## src/rtl/keypad_pkg.sv

```systemverilog
// Shared keypad definitions: scan FSM states, no-key location encoding and a width helper.
// Used by the scanner and by the game FSM when decoding locations.
package keypad_pkg;

  typedef enum logic [1:0] {
    DRIVE,
    SAMPLE,
    FRAME_END
  } scan_state_e;

  localparam int DEF_ROWS = 4;
  localparam int DEF_COLS = 4;

  // "No key" is encoded as a location equal to the axis size.
  localparam int NO_KEY_ROW = DEF_ROWS;
  localparam int NO_KEY_COL = DEF_COLS;

  function automatic int clog2(input int v);
    int w;
    w = 1;
    while ((1 << w) < v) w++;
    return w;
  endfunction

endpackage

```

## src/rtl/keypad_debounce.sv

```systemverilog
// Frame-rate debouncer: accepts a candidate after DEB_FRAMES identical frames and
// registers the stable location together with one-cycle press/release pulses.
module keypad_debounce import keypad_pkg::*; #(
  parameter int ROWS       = DEF_ROWS,
  parameter int COLS       = DEF_COLS,
  parameter int LOC_W      = 4,
  parameter int DEB_FRAMES = 4
) (
  input  logic             clk_500k,
  input  logic             rst,
  input  logic             clr_i,
  input  logic             frm_vld_i,
  input  logic [LOC_W-1:0] cand_row_i,
  input  logic [LOC_W-1:0] cand_col_i,
  input  logic             cand_multi_i,
  output logic             key_vld_o,
  output logic [LOC_W-1:0] row_o,
  output logic [LOC_W-1:0] col_o,
  output logic             multi_o,
  output logic             press_o,
  output logic             release_o
);

  localparam int DW = clog2(DEB_FRAMES + 1);
  localparam logic [DW-1:0]    CNT_MAX  = DW'(DEB_FRAMES - 1);
  localparam logic [LOC_W-1:0] NONE_ROW = LOC_W'(ROWS);
  localparam logic [LOC_W-1:0] NONE_COL = LOC_W'(COLS);

  logic [LOC_W-1:0] prev_row_q, prev_row_d, prev_col_q, prev_col_d;
  logic [LOC_W-1:0] row_q, row_d, col_q, col_d;
  logic [DW-1:0]    cnt_q, cnt_d;
  logic             vld_q, vld_d, multi_q, multi_d;
  logic             press_q, press_d, rel_q, rel_d;
  logic             same;

  always_comb begin
    prev_row_d = prev_row_q;
    prev_col_d = prev_col_q;
    cnt_d      = cnt_q;
    row_d      = row_q;
    col_d      = col_q;
    vld_d      = vld_q;
    multi_d    = multi_q;
    press_d    = 1'b0;
    rel_d      = 1'b0;
    same       = (cand_row_i == prev_row_q) && (cand_col_i == prev_col_q);
    if (clr_i) begin
      prev_row_d = NONE_ROW;
      prev_col_d = NONE_COL;
      cnt_d      = '0;
    end else if (frm_vld_i) begin
      prev_row_d = cand_row_i;
      prev_col_d = cand_col_i;
      if (!same) cnt_d = '0;
      else if (cnt_q != CNT_MAX) cnt_d = cnt_q + DW'(1);
      if (cnt_d == CNT_MAX && (cand_row_i != row_q || cand_col_i != col_q)) begin
        row_d   = cand_row_i;
        col_d   = cand_col_i;
        vld_d   = (cand_row_i != NONE_ROW);
        multi_d = cand_multi_i;
        press_d = (cand_row_i != NONE_ROW);
        rel_d   = (cand_row_i == NONE_ROW);
      end
    end
  end

  always_ff @(posedge clk_500k or posedge rst) begin
    if (rst) begin
      prev_row_q <= NONE_ROW;
      prev_col_q <= NONE_COL;
      cnt_q      <= '0;
      row_q      <= NONE_ROW;
      col_q      <= NONE_COL;
      vld_q      <= 1'b0;
      multi_q    <= 1'b0;
      press_q    <= 1'b0;
      rel_q      <= 1'b0;
    end else begin
      prev_row_q <= prev_row_d;
      prev_col_q <= prev_col_d;
      cnt_q      <= cnt_d;
      row_q      <= row_d;
      col_q      <= col_d;
      vld_q      <= vld_d;
      multi_q    <= multi_d;
      press_q    <= press_d;
      rel_q      <= rel_d;
    end
  end

  assign key_vld_o = vld_q;
  assign row_o     = row_q;
  assign col_o     = col_q;
  assign multi_o   = multi_q;
  assign press_o   = press_q;
  assign release_o = rel_q;

endmodule

```

## src/rtl/keypad_scan_deb.sv

```systemverilog
// Matrix keypad scanner: one-cold column strobes, synchronised row sampling and one
// resolved key per frame (lowest column, then lowest row) fed to the debouncer.
module keypad_scan_deb import keypad_pkg::*; #(
  parameter int ROWS       = DEF_ROWS,
  parameter int COLS       = DEF_COLS,
  parameter int LOC_W      = 4,
  parameter int SETTLE     = 3,
  parameter int DEB_FRAMES = 4
) (
  input  logic             clk_500k,
  input  logic             rst,
  input  logic             scan_en,
  input  logic [ROWS-1:0]  row_n,
  output logic [COLS-1:0]  col_n,
  output logic             key_valid,
  output logic [LOC_W-1:0] row_loc,
  output logic [LOC_W-1:0] col_loc,
  output logic             multi_key,
  output logic             key_press,
  output logic             key_release
);

  localparam int SW = clog2(SETTLE + 1);
  localparam logic [SW-1:0]    SET_MAX  = SW'(SETTLE - 1);
  localparam logic [LOC_W-1:0] LAST_COL = LOC_W'(COLS - 1);
  localparam logic [LOC_W-1:0] NONE_ROW = LOC_W'(ROWS);
  localparam logic [LOC_W-1:0] NONE_COL = LOC_W'(COLS);

  scan_state_e      state_q, state_d;
  logic [ROWS-1:0]  row_m_q, row_s_q;
  logic             run_q;
  logic [LOC_W-1:0] col_q, col_d;
  logic [SW-1:0]    set_q, set_d;
  logic [LOC_W-1:0] hit_row_q, hit_row_d, hit_col_q, hit_col_d;
  logic [1:0]       hit_cnt_q, hit_cnt_d;
  logic [COLS-1:0]  col_n_q, col_n_d;
  logic [LOC_W-1:0] low_row;
  logic [3:0]       zero_cnt, hit_sum;
  logic             frm_vld;

  always_comb begin
    low_row  = NONE_ROW;
    zero_cnt = '0;
    for (int r = ROWS - 1; r >= 0; r--) begin
      if (!row_s_q[r]) begin
        low_row  = LOC_W'(r);
        zero_cnt = zero_cnt + 4'd1;
      end
    end
    hit_sum = {2'b00, hit_cnt_q} + zero_cnt;
  end

  // run_q holds the FSM for one cycle after enable so column 0 gets a full settle window.
  always_comb begin
    state_d   = state_q;
    col_d     = col_q;
    set_d     = set_q;
    hit_row_d = hit_row_q;
    hit_col_d = hit_col_q;
    hit_cnt_d = hit_cnt_q;
    frm_vld   = 1'b0;
    if (!scan_en) begin
      state_d   = DRIVE;
      col_d     = '0;
      set_d     = '0;
      hit_row_d = NONE_ROW;
      hit_col_d = NONE_COL;
      hit_cnt_d = '0;
    end else if (run_q) begin
      case (state_q)
        DRIVE: begin
          if (set_q == SET_MAX) begin
            state_d = SAMPLE;
            set_d   = '0;
          end else begin
            set_d = set_q + SW'(1);
          end
        end
        SAMPLE: begin
          if (zero_cnt != 4'd0 && hit_row_q == NONE_ROW) begin
            hit_row_d = low_row;
            hit_col_d = col_q;
          end
          hit_cnt_d = (hit_sum >= 4'd2) ? 2'd2 : hit_sum[1:0];
          if (col_q == LAST_COL) begin
            state_d = FRAME_END;
          end else begin
            col_d   = col_q + LOC_W'(1);
            state_d = DRIVE;
          end
        end
        FRAME_END: begin
          frm_vld   = 1'b1;
          state_d   = DRIVE;
          col_d     = '0;
          hit_row_d = NONE_ROW;
          hit_col_d = NONE_COL;
          hit_cnt_d = '0;
        end
        default: state_d = DRIVE;
      endcase
    end
    col_n_d = (scan_en && state_d != FRAME_END) ? ~(COLS'(1) << col_d) : '1;
  end

  always_ff @(posedge clk_500k or posedge rst) begin
    if (rst) begin
      row_m_q   <= '1;
      row_s_q   <= '1;
      run_q     <= 1'b0;
      state_q   <= DRIVE;
      col_q     <= '0;
      set_q     <= '0;
      hit_row_q <= NONE_ROW;
      hit_col_q <= NONE_COL;
      hit_cnt_q <= '0;
      col_n_q   <= '1;
    end else begin
      row_m_q   <= row_n;
      row_s_q   <= row_m_q;
      run_q     <= scan_en;
      state_q   <= state_d;
      col_q     <= col_d;
      set_q     <= set_d;
      hit_row_q <= hit_row_d;
      hit_col_q <= hit_col_d;
      hit_cnt_q <= hit_cnt_d;
      col_n_q   <= col_n_d;
    end
  end

  assign col_n = col_n_q;

  keypad_debounce #(
    .ROWS       (ROWS),
    .COLS       (COLS),
    .LOC_W      (LOC_W),
    .DEB_FRAMES (DEB_FRAMES)
  ) u_deb (
    .clk_500k     (clk_500k),
    .rst          (rst),
    .clr_i        (!scan_en),
    .frm_vld_i    (frm_vld),
    .cand_row_i   (hit_row_q),
    .cand_col_i   (hit_col_q),
    .cand_multi_i (hit_cnt_q == 2'd2),
    .key_vld_o    (key_valid),
    .row_o        (row_loc),
    .col_o        (col_loc),
    .multi_o      (multi_key),
    .press_o      (key_press),
    .release_o    (key_release)
  );

endmodule

```

## config.mk

```make
export PLATFORM = sky130hd
export DESIGN_NAME = keypad_scan_deb
export DESIGN_NICKNAME = d
export VERILOG_FILES = /design/src/rtl/keypad_pkg.sv /design/src/rtl/keypad_debounce.sv /design/src/rtl/keypad_scan_deb.sv
export SDC_FILE = /design/constraint.sdc
export NUM_CORES = 1
export LEC_CHECK = 0
export ABC_CLOCK_PERIOD_IN_PS = 2510
export CAP_MARGIN = 20
export CORE_ASPECT_RATIO = 1.1
export CORE_MARGIN = 4
export CORE_UTILIZATION = 52
export CTS_CLUSTER_DIAMETER = 40
export CTS_CLUSTER_SIZE = 14
export DETAILED_ROUTE_END_ITERATION = 16
export PLACE_DENSITY_LB_ADDON = 0.25
export SYNTH_ARGS = -nofsm -noshare
export SYNTH_HDL_FRONTEND = slang
export SYNTH_SLANG_ARGS = --single-unit
```

## constraint.sdc

```tcl
create_clock -name clk_500k -period 2.51 [get_ports clk_500k]
set_input_delay 0.753 -clock clk_500k [delete_from_list [all_inputs] [get_ports clk_500k]]
set_output_delay 0.753 -clock clk_500k [all_outputs]
set_load 0.05 [all_outputs]
```

* Word level (Yosys, flattened, before mapping)
Index checks and enable logic that the tools add are counted.
** Storage, ports and cells
- Register bits after elaboration :: 54
- Input port bits :: 7
- Output and inout bits :: 16
** Cells by class
- $add $sub $neg :: 7
- Magnitude comparators :: 1
- Eq/ne operators :: 19
- Shifts and indexed selects :: 1
- Multiplexer cells :: 53
- Bitwise gates (word level) :: 1
- Reduce and logical (&&, ||, !) cells :: 11
** Operators with widths (count)
- $mux 4 :: 20
- $pmux 4 s2 :: 3
- $mux 2 :: 11
- $mux 3 :: 7
- $add 4x1->4 const B :: 4
- $mux 1 :: 10
- $eq 4x4->1 :: 2
- $ne 4x4->1 :: 2
- $pmux 2 s2 :: 2
- $eq 2x2->1 const B :: 3
- $ne 2x1->1 const B :: 3
- $reduce_and 3->1 :: 2
- $add 2x4->4 :: 1
- $eq 4x2->1 const B :: 1
- $eq 4x3->1 const B :: 1
- $ge 4x2->1 const B :: 1
- $logic_and 1x1->1 :: 4
- $ne 4x3->1 const B :: 1
- $not 4->4 :: 1
- $reduce_and 2->1 :: 2
- $reduce_bool 4->1 :: 1
- $shl 1x4->4 const A :: 1
- $add 3x1->3 const B :: 1
- $eq 3x2->1 const B :: 1
- 8 further kinds :: 8

* Logic depth before layout (Yosys ltp)
Gate-level depths: netlist of run 1.
- Depth in word-level cells :: 13
- Gate-level depth with buffers :: 12

* By module
Synthesis of run 1 repeated with hierarchy kept, for this count alone.
** Unflattened totals
- Cell total of the unflattened synthesis :: 255
- Area total of the unflattened synthesis :: 2856.5 µm²
** Modules (own cells, without submodules)
- keypad_scan_deb :: instances 1, cells an instance 157, area each 1641.6 µm², sequential area each 768.2 µm²
- keypad_debounce :: instances 1, cells an instance 98, area each 1214.9 µm², sequential area each 580.6 µm²

* Worst setup path after synthesis of run 1
OpenSTA, ideal clock, no wires.
- Path kind :: register -> register
- Start :: register row_s_q[2]
- End :: register hit_cnt_q[0]
- Library setup time :: 0.110 ns
- Arrival time :: 2.626 ns
- Slack :: -0.226 ns
- Cell stages (with the launch flop) :: 11
- Path buffers :: 0
- Path through :: dfstp_2 inv_1 ha_1 xnor2_1 ha_1 mux2_2 ha_1 a21oi_1 nand2_1 mux2_2 o41ai_1
** On the way
- Word-level cells in the longest chain between the ends :: 11
** Ends and longest elaborated chain
- start: declaration :: line keypad_scan_deb.sv:30 : logic [ROWS-1:0] row_m_q, row_s_q;
- start signal: assignment :: line keypad_scan_deb.sv:120 : row_s_q <= row_m_q;
- $mux 4 * :: line keypad_scan_deb.sv:45 : if (!row_s_q[r]) begin
- $add 4x1->4 :: line keypad_scan_deb.sv:47 : zero_cnt = zero_cnt + 4'd1;
- $mux 4 * :: line keypad_scan_deb.sv:45
- $add 4x1->4 :: line keypad_scan_deb.sv:47
- $mux 4 * :: line keypad_scan_deb.sv:45
- $add 2x4->4 * :: line keypad_scan_deb.sv:50 : hit_sum = {2'b00, hit_cnt_q} + zero_cnt;
- $ge 4x2->1 :: line keypad_scan_deb.sv:84 : hit_cnt_d = (hit_sum >= 4'd2) ? 2'd2 : hit_sum[1:0];
- $mux 2 * :: line keypad_scan_deb.sv:84
- $pmux 2 s2 * :: line keypad_scan_deb.sv:70 : case (state_q)
- $mux 2 * :: line keypad_scan_deb.sv:69 : end else if (run_q) begin
- $mux 2 * :: line keypad_scan_deb.sv:62 : if (!scan_en) begin
- end signal: assignment :: line keypad_scan_deb.sv:127 : hit_cnt_q <= hit_cnt_d;
- end: declaration :: line keypad_scan_deb.sv:35 : logic [1:0] hit_cnt_q, hit_cnt_d;
Mark *: on every way between the ends. The rest lies on a longest branch, timed or not. The select of a mux whose other input is x is not followed.
A chain may end at the register's enable or synchronous reset.

* Worst setup path after layout of run 1
Ends and elaborated chain as after synthesis.

==> results.md, run 1 <==
Clock network:
- The clock passes through at most 2 buffers.
- Hold repair after CTS inserted 0 buffers.
- The clock latency reported for the late side of the worst-skew pair is 0.30 ns.
- The clock-pin slew on the worst setup and hold paths is 0.08 ns.
- The H-tree depth is 2.
- Counting the buffers created by CTS gives 5.
- The number of clock sinks is 51.
- The cell sitting at the root of the clock tree is a sky130_fd_sc_hd__clkbuf_8.
- The clock tree from TritonCTS is yes.

Finish:
- The count of non-filler cells in the finished layout is 345.
- After filler insertion, the fill cell instance count of the layout stands at 429.
- Summing all non-filler instances in the final layout gives an area of 3280 µm².
- At the end of the flow, the number of nets in the layout was 306.
- The number of antenna diodes is 0.
- The fraction of layout instances using a drive strength above 1 is 23.7%.
- The area growth from synthesis to final layout is 20.0%.
- The most common cell after layout, fill and taps aside is sky130_fd_sc_hd__dfrtp_1.
- The top cell types in the final layout, fill and taps aside, are sky130_fd_sc_hd__dfrtp_1, sky130_fd_sc_hd__nand2_1, sky130_fd_sc_hd__clkdlybuf4s50_1.

STA:
- Setup violations remaining at the end of the flow were counted as 1.
- The total count of max-transition violations in the final report was 0.
- The final count of hold timing violations is 0.
- Setup repair after global routing could not meet its margin everywhere.
- In the post-route analysis, the smallest setup slack over all paths is -0.0229 ns.
- The shortest period the worst path allows is 2.53 ns.
- In the finished design, the share of the clock period the worst path needs comes to 101%.
- The transition at the pin with the smallest max-transition slack is 0.504 ns.
- The highest clock rate is 395 MHz.
- The worst slew margin relative to its limit is 66.1%.
- The post-route clock skew is 0.00786 ns.

Yosys:
- The yosys synthesis warning count is 0.
- Synthesis handed over a netlist of 253 instances.
- The top flip-flop cell by instance count after synthesis is sky130_fd_sc_hd__dfrtp_1.
- The portion of synthesized cell area occupied by the leading cell type is 30.3%.
- By area, the combinational part of the netlist is dominated by simple AND/OR/NAND/NOR gates.
- The post-synthesis cell area is 2730 µm².
- In the post-synthesis netlist, the biggest area contributors are sky130_fd_sc_hd__dfrtp_1, sky130_fd_sc_hd__dfstp_2, sky130_fd_sc_hd__xnor2_1.
- A synthesized cell averages 10.8 µm².
- The adder-cell share of the synthesized area is 6.24%.
- After synthesis, the netlist uses 52 different library cells.
- The synthesized design spends more area on one cell type than any other, namely sky130_fd_sc_hd__dfrtp_1.
- The number of enable flip-flop cells after synthesis is 0.
- Multiplexer cells account for 6.56% of the synthesized area.
- The synthesized netlist devotes 12.8% of its cell area to compound gates.
- The post-synthesis simple-gate area fraction is 17.2%.
- The synthesized net count is 273.
- Synthesis inferred 51 register bits.
- After Yosys synthesis, XOR and XNOR cells account for 5.78% of the synthesized area.
- The sequential cell area fraction in the yosys report is 47.6%.
- After synthesis, the share of flip-flops with an asynchronous set or reset is 100%.

Global route:
- For this run the aggregate overflow at the end of global routing stands at 0.
- The initial antenna violation count was 0.
- The via count of the first global-routing pass is 1782.
- The wire length of the first global-routing pass is 8.26 mm.
- Entering global routing, the biggest net connects 52 pins.
- The overall track demand over capacity in global routing is 15.7%.

Setup path:
- The critical path data arrival time is 2.72 ns.
- The family with the most delay on the worst path is adder cells.
- The worst path buffer plus inverter count is 1.
- For the worst setup path, the data required time is 2.70 ns.
- In this run the worst path has a maximum fanout of 3.
- The sort of element at the start of the critical path is a flip-flop.
- The largest individual stage delay along the critical path comes from the cell sky130_fd_sc_hd__dfstp_2.
- The largest single stage delay on the critical path is 0.56 ns.
- The critical path in this run is classified as flip-flop to flip-flop.
- Walking the worst path, the cells encountered are inv_2, ha_4, xnor2_4, ha_4, mux2_4, fa_2, mux2_4, o41ai_2.
- STA classifies the critical path endpoint as a flip-flop.

Placed design:
- Input and output buffers added on the ports amount to 21.
- At the placement stage, the worst setup path has a slack of -0.179 ns.
- Detailed placement ended at an HPWL of 3.67 mm.
- The total placed instance area is 3140 µm².
- Routability-driven placement finished with a final weighted congestion of 0.806.
- The total placed cells including tap cells is 336.

Drt:
- The first-pass iteration count of the detailed router is 4.
- The total wire length is 4.78 mm.
- The detailed-route DRC error count is 0.
- The via count of the routed design is 1876.
- The per-cell routed wire length is 13.9 µm.
- The number of DRC violations after detailed-routing iteration 0 is 59.
- The number of nets with antenna violations after routing is 0.
- The detailed-route vias per instance is 5.44.

Power:
- The analysis attributes to cell leakage a power of 1.44 nW.
- Overall power consumption after layout is estimated at 1.54 mW.
- In this run the power density over the cells is 469 nW/µm².
- The maximum vdd ir drop is 0.358 mV.

Die:
- The number of ports placed on the die boundary is 23.
- The number of placement rows is 27.
- The floorplan step set the die width to 77.1 µm.
- Measured along the y axis, the die boundary spans 84.0 µm.
- The die area is 6470 µm².
- The floorplan core area is 5030 µm².
- The initial core utilization is 54.2%.

Status:
- The checks that failed: negative setup slack.
- The run finished, with violations left.

Job:
- Across the run, the number of max-cap violations was 0.

Hold path:
- The worst hold path belongs to the class flip-flop to flip-flop.
[worst paths after layout]
path / startpoint / endpoint / slack, ns / cells past startpoint
max: row_s_q[2] / hit_cnt_q[0] / -0.02 / 8
min: row_m_q[1] / row_s_q[1] / 0.36 / 0
max reg2reg: row_s_q[2] / hit_cnt_q[0] / -0.02 / 8
min reg2reg: row_m_q[1] / row_s_q[1] / 0.36 / 0
max in group asynchronous: rst / hit_row_q[2] / 1.42 / 3
min in group asynchronous: rst / state_q[1] / 0.80 / 3
[kinds of logic after synthesis]
family / after synthesis
buffers and inverters: 24
DFF: 51
adders and majority gates: 13
muxes: 14
other: 1
AOI/OAI and AO/OA: 48
and+or+nand+nor: 84
xor gates and xnor gates: 18
[power by group]
part	switching, mW	total (mW)	internal (mW)
sequential	0.0105	0.852	0.842
clock	0.252	0.504	0.252
combinational	0.0960	0.181	0.0846
total	0.358	1.54	1.18
[sequential cells by signal (all words and copies together) (netlist names), 3 cells and up]
register	flops
u_deb.prev_col_q	4
row_s_q	4
u_deb.prev_row_q	3
u_deb.row_o	3
u_deb.cnt_q	3
col_n	4
col_q	4
hit_col_q	4
u_deb.col_o	4
row_m_q	4
hit_row_q	3
[Yosys cell counts, types with 2 or more instances]
master	number
sky130_fd_sc_hd__a21boi_0	5
sky130_fd_sc_hd__a21oi_1	6
sky130_fd_sc_hd__a22o_1	6
sky130_fd_sc_hd__a22oi_1	2
sky130_fd_sc_hd__a31oi_1	2
sky130_fd_sc_hd__and2_1	3
sky130_fd_sc_hd__buf_4	3
sky130_fd_sc_hd__clkbuf_1	8
sky130_fd_sc_hd__dfrtp_1	33
sky130_fd_sc_hd__dfstp_2	18
sky130_fd_sc_hd__ha_1	12
sky130_fd_sc_hd__inv_1	13
sky130_fd_sc_hd__mux2_2	2
sky130_fd_sc_hd__mux2_4	7
sky130_fd_sc_hd__mux2i_1	4
sky130_fd_sc_hd__nand2_1	25
sky130_fd_sc_hd__nand3_1	9
sky130_fd_sc_hd__nand3b_1	3
sky130_fd_sc_hd__nand4b_1	2
sky130_fd_sc_hd__nor2_1	12
sky130_fd_sc_hd__nor2b_1	6
sky130_fd_sc_hd__nor3_1	2
sky130_fd_sc_hd__nor3_2	2
sky130_fd_sc_hd__nor3b_1	4
sky130_fd_sc_hd__o211ai_1	3
sky130_fd_sc_hd__o21a_1	3
sky130_fd_sc_hd__o21ai_0	5
sky130_fd_sc_hd__o21ai_1	3
sky130_fd_sc_hd__o22ai_1	2
sky130_fd_sc_hd__o41ai_1	2
sky130_fd_sc_hd__or2_1	4
sky130_fd_sc_hd__or3_1	3
sky130_fd_sc_hd__or3b_1	2
sky130_fd_sc_hd__or4_1	2
sky130_fd_sc_hd__xnor2_1	18
[per-stage QoR]
stage               utilization (%)  hold WS [ns]  setup TNS [ns]
global placement               62.4         0.345           -1.23
floorplan                         -         0.345               0
CTS                            64.9         0.359         -0.0355
detailed placement             62.4         0.347           -1.84
global route                   65.1         0.362          -0.136
finish                         65.1         0.358         -0.0229
[per-layer routing]
| metal | wire length (µm) | vias to the layer above | track usage [%] | share of wire [%] |
|---|---|---|---|---|
| li1 | - | 944 | - | - |
| met1 | 2120 | 900 | 19.0 | 44 |
| met2 | 2470 | 25 | 27.9 | 52 |
| met3 | 129 | 7 | 3.35 | 2.7 |
| met4 | 71 | 0 | 5.02 | 1.5 |
| met5 | 0 | - | 0 | 0 |
[timing repair]
item | 4_1_cts | 5_1_grt
pin swaps | 1 | 1
buffers inserted | 0 | 1
gates resized for setup | 6 | 0
setup endpoints to repair | 2 | 2
[area by class of cell]
class / count / area, µm² / area share (%)
inverter: 13 / 48.8 / 1.49
clock buffer: 8 / 100 / 3.06
tap: 58 / 72.6 / 2.22
timing repair buffer: 37 / 343 / 10.5
multi-input combinational: 178 / 1410 / 43.1
sequential: 51 / 1300 / 39.6
Note: power is estimated with default switching activity, not from simulation.
==> inputs of run 2 (changes only) <==
- CAP_MARGIN: 20 -> 0
==> results of run 2 <==
Final layout, timing and power as in run 1 (identical DEF).
